## src/rtl/core_pipelined_adder.sv

```systemverilog
// core_pipelined_adder: XLEN-bit add/sub split into STAGES carry-chained chunks.
// Optional signed saturation enabled by defining CORE_ADDER_SATURATE_EN.
module core_pipelined_adder #(
    parameter int XLEN   = 64,
    parameter int STAGES = 4
) (
    input  logic            i_clk,
    input  logic            i_rst_n,
    input  logic            i_valid,
    output logic            o_ready,
    input  logic [XLEN-1:0] i_srcA,
    input  logic [XLEN-1:0] i_srcB,
    input  logic            i_sub,
    input  logic            i_cin,
    input  logic            i_sat,
    output logic            o_valid,
    input  logic            i_ready,
    output logic [XLEN-1:0] o_result,
    output logic            o_carry,
    output logic            o_ovf,
    output logic            o_zero
);
    localparam int CW = XLEN / STAGES;
    localparam int L  = STAGES - 1;
    localparam int NQ = (STAGES > 1) ? STAGES - 1 : 1;

    logic [STAGES-1:0] v;
    logic [STAGES-1:0] rdy;

    logic [XLEN-1:0]   q_a [NQ];
    logic [XLEN-1:0]   q_b [NQ];
    logic [XLEN-1:0]   q_r [NQ];
    logic [NQ-1:0]     q_c;

    logic [XLEN-1:0]   in_a [STAGES];
    logic [XLEN-1:0]   in_b [STAGES];
    logic [XLEN-1:0]   in_r [STAGES];
    logic [XLEN-1:0]   nx_r [STAGES];
    logic [CW:0]       sum  [STAGES];
    logic [STAGES-1:0] in_c;
    logic [STAGES-1:0] in_v;
    logic [STAGES-1:0] nx_c;

    logic [XLEN-1:0]   fin;
    logic              fin_ovf;

`ifdef CORE_ADDER_SATURATE_EN
    logic [NQ-1:0]     q_s;
    logic [STAGES-1:0] in_s;
`else
    logic              unused_sat;
    assign unused_sat = i_sat;
`endif

    // A stage may advance if it or any later stage holds a bubble.
    always_comb begin : ready_chain
        logic acc;
        acc = i_ready;
        rdy = '0;
        for (int k = STAGES - 1; k >= 0; k--) begin
            acc    = acc | ~v[k];
            rdy[k] = acc;
        end
    end

    assign o_ready = rdy[0];
    assign o_valid = v[L];

    always_comb begin : datapath
        in_a[0] = i_srcA;
        in_b[0] = i_srcB ^ {XLEN{i_sub}};
        in_r[0] = '0;
        in_c    = '0;
        in_v    = '0;
        nx_c    = '0;
        in_c[0] = i_sub | i_cin;
        in_v[0] = i_valid;
`ifdef CORE_ADDER_SATURATE_EN
        in_s    = '0;
        in_s[0] = i_sat;
`endif
        for (int k = 1; k < STAGES; k++) begin
            in_a[k] = q_a[k-1];
            in_b[k] = q_b[k-1];
            in_r[k] = q_r[k-1];
            in_c[k] = q_c[k-1];
            in_v[k] = v[k-1];
`ifdef CORE_ADDER_SATURATE_EN
            in_s[k] = q_s[k-1];
`endif
        end
        for (int k = 0; k < STAGES; k++) begin
            sum[k] = {1'b0, in_a[k][k*CW +: CW]}
                   + {1'b0, in_b[k][k*CW +: CW]}
                   + {{CW{1'b0}}, in_c[k]};
            nx_r[k] = in_r[k];
            nx_r[k][k*CW +: CW] = sum[k][CW-1:0];
            nx_c[k] = sum[k][CW];
        end
        // Overflow uses the already-inverted B sign.
        fin_ovf = (in_a[L][XLEN-1] == in_b[L][XLEN-1])
                & (nx_r[L][XLEN-1] != in_a[L][XLEN-1]);
        fin = nx_r[L];
`ifdef CORE_ADDER_SATURATE_EN
        if (in_s[L] & fin_ovf) begin
            fin = in_a[L][XLEN-1] ? {1'b1, {(XLEN-1){1'b0}}}
                                  : {1'b0, {(XLEN-1){1'b1}}};
        end
`endif
    end

    always_ff @(posedge i_clk or negedge i_rst_n) begin
        if (!i_rst_n) begin
            v        <= '0;
            q_c      <= '0;
`ifdef CORE_ADDER_SATURATE_EN
            q_s      <= '0;
`endif
            for (int k = 0; k < NQ; k++) begin
                q_a[k] <= '0;
                q_b[k] <= '0;
                q_r[k] <= '0;
            end
            o_result <= '0;
            o_carry  <= 1'b0;
            o_ovf    <= 1'b0;
            o_zero   <= 1'b0;
        end else begin
            for (int k = 0; k < STAGES - 1; k++) begin
                if (rdy[k]) begin
                    v[k] <= in_v[k];
                    if (in_v[k]) begin
                        q_a[k] <= in_a[k];
                        q_b[k] <= in_b[k];
                        q_r[k] <= nx_r[k];
                        q_c[k] <= nx_c[k];
`ifdef CORE_ADDER_SATURATE_EN
                        q_s[k] <= in_s[k];
`endif
                    end
                end
            end
            if (rdy[L]) begin
                v[L] <= in_v[L];
                if (in_v[L]) begin
                    o_result <= fin;
                    o_carry  <= nx_c[L];
                    o_ovf    <= fin_ovf;
                    o_zero   <= (fin == '0);
                end
            end
        end
    end

endmodule

```

## config.mk

```make
export PLATFORM = sky130hd
export DESIGN_NAME = core_pipelined_adder
export DESIGN_NICKNAME = d
export VERILOG_FILES = /design/src/rtl/core_pipelined_adder.sv
export SDC_FILE = /design/constraint.sdc
export NUM_CORES = 1
export LEC_CHECK = 0
export CAP_MARGIN = 20
export CELL_PAD_IN_SITES_DETAIL_PLACEMENT = 0
export CELL_PAD_IN_SITES_GLOBAL_PLACEMENT = 2
export CORE_ASPECT_RATIO = 1.5
export CORE_MARGIN = 2
export CORE_UTILIZATION = 34
export DETAILED_ROUTE_END_ITERATION = 8
export HOLD_SLACK_MARGIN = 0.08
export PLACE_DENSITY_LB_ADDON = 0.1
export SLEW_MARGIN = 0
export SYNTH_ARGS = -nofsm -noshare
export SYNTH_HDL_FRONTEND = slang
export SYNTH_SLANG_ARGS = --single-unit
```

## constraint.sdc

```tcl
create_clock -name i_clk -period 2.66 [get_ports i_clk]
set_input_delay 0.532 -clock i_clk [delete_from_list [all_inputs] [get_ports i_clk]]
set_output_delay 0.532 -clock i_clk [all_outputs]
set_load 0.01 [all_outputs]
```

==> impl_results.rst <==
.. list-table::
   :header-rows: 1

   * - Metric
     - Value
   * - Gp weighted congestion
     - between 0.7 and 0.8
   * - Via count of the first global-routing pass
     - around 12000
   * - Chip width
     - 184.8 um
   * - RSZ-0062 raised after global routing
     - yes
   * - Slowest-stage cell, CP
     - sky130_fd_sc_hd__fa_2
   * - End point of the worst hold path
     - in_a[162]
   * - Starting density of the core
     - 0.3432
   * - Number of design rule violations left after detail routing
     - 0
   * - Arrival time of the worst setup path
     - about 3.4 ns
   * - Cell occurring most often along the worst timing path
     - sky130_fd_sc_hd__fa_2
   * - Detail-routed net length per standard cell
     - roughly 17 um
   * - Number of buffers on the longest clock path
     - 3
   * - Slowest cell delay on critical path
     - ~0.42 ns
   * - Overall fraction of global-route tracks in use
     - 0.1613
   * - Met2 routed wirelength
     - ~21000 um
   * - Achievable Freq
     - approximately 340 MHz
   * - Met3 wire length
     - ~1600 um
   * - Wire length on met1
     - 16640 um
   * - Highest routed metal layer
     - met4
   * - Multi-input gate area
     - approximately 7600 um2
   * - Row count
     - 99
   * - TritonCTS clock tree
     - built
   * - Total of endpoints with negative setup slack in the final report
     - 3
   * - Area of all sequential standard cells
     - 9059 um2
   * - Final worst-path setup slack
     - -0.2682 ns
   * - Most used DFF post-synth
     - sky130_fd_sc_hd__dfrtp_1
   * - LEAKAGE
     - 9.827 nW
   * - DP Area
     - about 20000 um2
   * - Most frequent cells in the layout
     - sky130_fd_sc_hd__dfrtp_1, sky130_fd_sc_hd__nand2_1, sky130_fd_sc_hd__mux2_2
   * - Estimated wirelength of the detail-placed design
     - 29170 um
   * - Iter 0 DRT Violations
     - a little under 300
   * - Worst Min Path Start
     - in_a[162]
   * - Die height
     - 275.2 um
   * - Reported max-cap violation count
     - 0
   * - Cells after Synth
     - about 1500
   * - Cell Pwr Density
     - a little over 1000 nW/um2
   * - Pin slew with the least headroom to its limit
     - 0.4965 ns
   * - Sort of element at the end of the critical path
     - flop
   * - Clk_skew
     - 0.01767 ns
   * - Post-route clock period utilization
     - 1.101
   * - Crit path buffers/inverters
     - 1
   * - Cell area after technology mapping
     - about 17000 um2
   * - Number of vias in the routed layout
     - ~11000
   * - Area growth from synthesis to final layout
     - 32.09%
   * - Global-route wire length before repair
     - around 65000 um
   * - Antenna violations before repair
     - 0
   * - Non-filler cells, final
     - 2429
   * - Mapped Avg Cell Area
     - roughly 11 um2
   * - Worst voltage drop across the vdd grid
     - 0.0005033 V
   * - Placed Instances
     - around 2300
   * - # clock sinks
     - ~360
   * - Count of different cell masters after synthesis
     - 60
   * - Category of cells accounting for the largest share of critical-path delay
     - compound AO/OA/AOI/OAI gates
   * - Share of post-route cells with drive strength above 1
     - 0.2499
   * - Critical Path Source Type
     - flop
   * - Sequential element share of the synthesized area
     - 0.5435
   * - Final slew viol count
     - 0
   * - Hold Path Depth
     - 2
   * - Nets in the synthesized netlist
     - about 1700
   * - Total power draw
     - 22.59 mW
   * - Total die area
     - roughly 51000 um2
   * - Clock insertion delay at the later pin of the skew report
     - roughly 0.53 ns
   * - Async SR Flop Fraction
     - 1.000
   * - Core Footprint
     - around 50000 um2
   * - CTS Root Cell
     - sky130_fd_sc_hd__clkbuf_16
   * - Violated checks
     - setup timing
   * - Reg-to-reg startpoint
     - in_a[48]
   * - Count of warnings emitted by yosys
     - 0
   * - Synth Register Bits
     - between 300 and 400
   * - Pre-antenna DRT Iters
     - 4
   * - Worst flop-to-flop path endpoint
     - o_zero
   * - Antenna-violating nets left
     - 0
   * - Cell area after layout
     - around 22000 um2
   * - Setup slack, reg-to-reg
     - -0.27 ns
   * - Worst slew slack as a fraction of its limit
     - 0.6690
   * - Critical Path, Cell by Cell
     - fa_2, inv_2, fa_2, nor2b_4, o31a_4, o21ai_2, or3b_4, a2111oi_4, and4_1, nand4b_1, o31ai_2
   * - Number of synthesized flops with an enable pin
     - 0
   * - Max H-tree Level
     - 2
   * - Fin nets
     - 1950
   * - Most common library cell in the layout ignoring fill and taps
     - sky130_fd_sc_hd__dfrtp_1
   * - Tightest Hold Check Type
     - reg2reg
   * - Ports placed on the boundary
     - roughly 200
   * - Total global routing overflow
     - 0
   * - Number of diodes
     - 0
   * - Total wirelength of the detailed-routed design
     - roughly 40000 um
   * - Number of I/O port buffers
     - roughly 200
   * - R2R depth
     - 11
   * - Worst Path Required
     - 3.10 ns
   * - Crit path time final
     - 2.928 ns
   * - Clock transition at path regs
     - roughly 0.060 ns
   * - Total CTS buffers
     - 39
   * - Filler instances
     - about 4600
   * - Crit Path Max Fanout
     - 4
   * - Run status
     - complete, but fails checks
   * - Critical path class
     - reg2reg
   * - Via density per instance
     - around 4.7
   * - Worst hold slack after final layout
     - 0.4710 ns
   * - Pre-CTS setup slack
     - -0.7358 ns
   * - Maximum number of pins on one net before global-route repair
     - 74
   * - Hold Fails Final Rpt
     - 0
stage by stage:
step,util,TNS (ns)
2_1_floorplan,-,-1.268
3_3_place_gp,0.4180,-6.778
3_5_place_dp,0.4180,-7.275
4_1_cts,0.4484,-0.6452
5_1_grt,0.4534,-1.192
6_report,0.4534,-0.3589
cells in the mapped netlist, drive strengths merged, types with 13 or more instances:
master / number / area share
o31ai: 13 / 0.0062
nor2: 36 / 0.0081
ha: 60 / 0.045
nand2: 261 / 0.059
o21ai: 120 / 0.036
inv: 23 / 0.0052
nor3: 16 / 0.0048
o21a: 13 / 0.0059
nand2b: 21 / 0.0079
clkbuf: 44 / 0.0099
buf: 19 / 0.0043
xor2: 33 / 0.017
a21oi: 33 / 0.0099
dfrtp: 362 / 0.54
xnor2: 70 / 0.037
mux2: 202 / 0.14
flip-flops by register name, summed over array words and instances (netlist names):
name,flops
q_c,3
o_ovf,1
in_b,96
in_r,48
o_zero,1
v,4
in_a,96
o_result,64
o_carry,1
fin,48
where the power goes:
part	switching, mW	internal (mW)	total [mW]
sequential	1.27	7.40	8.67
clock	2.18	3.35	5.53
combinational	3.76	4.62	8.38
total	7.21	15.4	22.6
cells by family (layout without fill, tap and decap cells):
family / Yosys count / count (layout) / synth area share
simple gates: 399 / 399 / 0.1052
mux: 202 / 202 / 0.1365
buf+inv: 86 / 405 / 0.01937
compound gates: 234 / 234 / 0.08664
flops: 362 / 362 / 0.5435
xor+xnor: 103 / 103 / 0.05413
fa+ha+maj: 68 / 68 / 0.05465
cell type report:
| type | count | area share |
|---|---|---|
| inverters | 23 | 0.003922 |
| flip-flops and latches | 362 | 0.4115 |
| well taps | 656 | 0.03729 |
| repair buffers | 315 | 0.1411 |
| clock buffers | 60 | 0.05394 |
| clock inverters | 7 | 0.005115 |
| multi-input cells | 1006 | 0.3471 |
how the worst max path moves through the flow:
stage | from | slack [ns] | cells after the start | to
2_1_floorplan | i_sub | -0.30 | 12 | in_r[143]
3_3_place_gp | i_srcB[0] | -0.71 | 12 | in_r[140]
3_5_place_dp | i_srcB[0] | -0.74 | 12 | in_r[140]
4_1_cts | in_a[48] | -0.34 | 11 | o_zero
5_1_grt | in_a[48] | -0.35 | 10 | o_zero
6_report | in_a[48] | -0.27 | 11 | o_zero
routing by layer:
metal / up-vias / track usage
li1: 5617 / -
met1: 5569 / 0.1922
met2: 183 / 0.2959
met3: 48 / 0.02767
met4: 0 / 0.04616
met5: - / 0
what timing repair did:
item	CTS	global route
hold buffers	1	0
buffers inserted	9	8
setup endpoints to repair	18	27
gates resized for setup	27	48
endpoints found under the hold margin	47	0
pin swaps	27	38
worst min-delay path: stages, from the launching register on:
cell	delay (ns)
sky130_fd_sc_hd__dfrtp_1	0.34
sky130_fd_sc_hd__nand2_1	0.05
sky130_fd_sc_hd__nand2_1	0.05
Note: power is estimated with default switching activity, not from simulation.
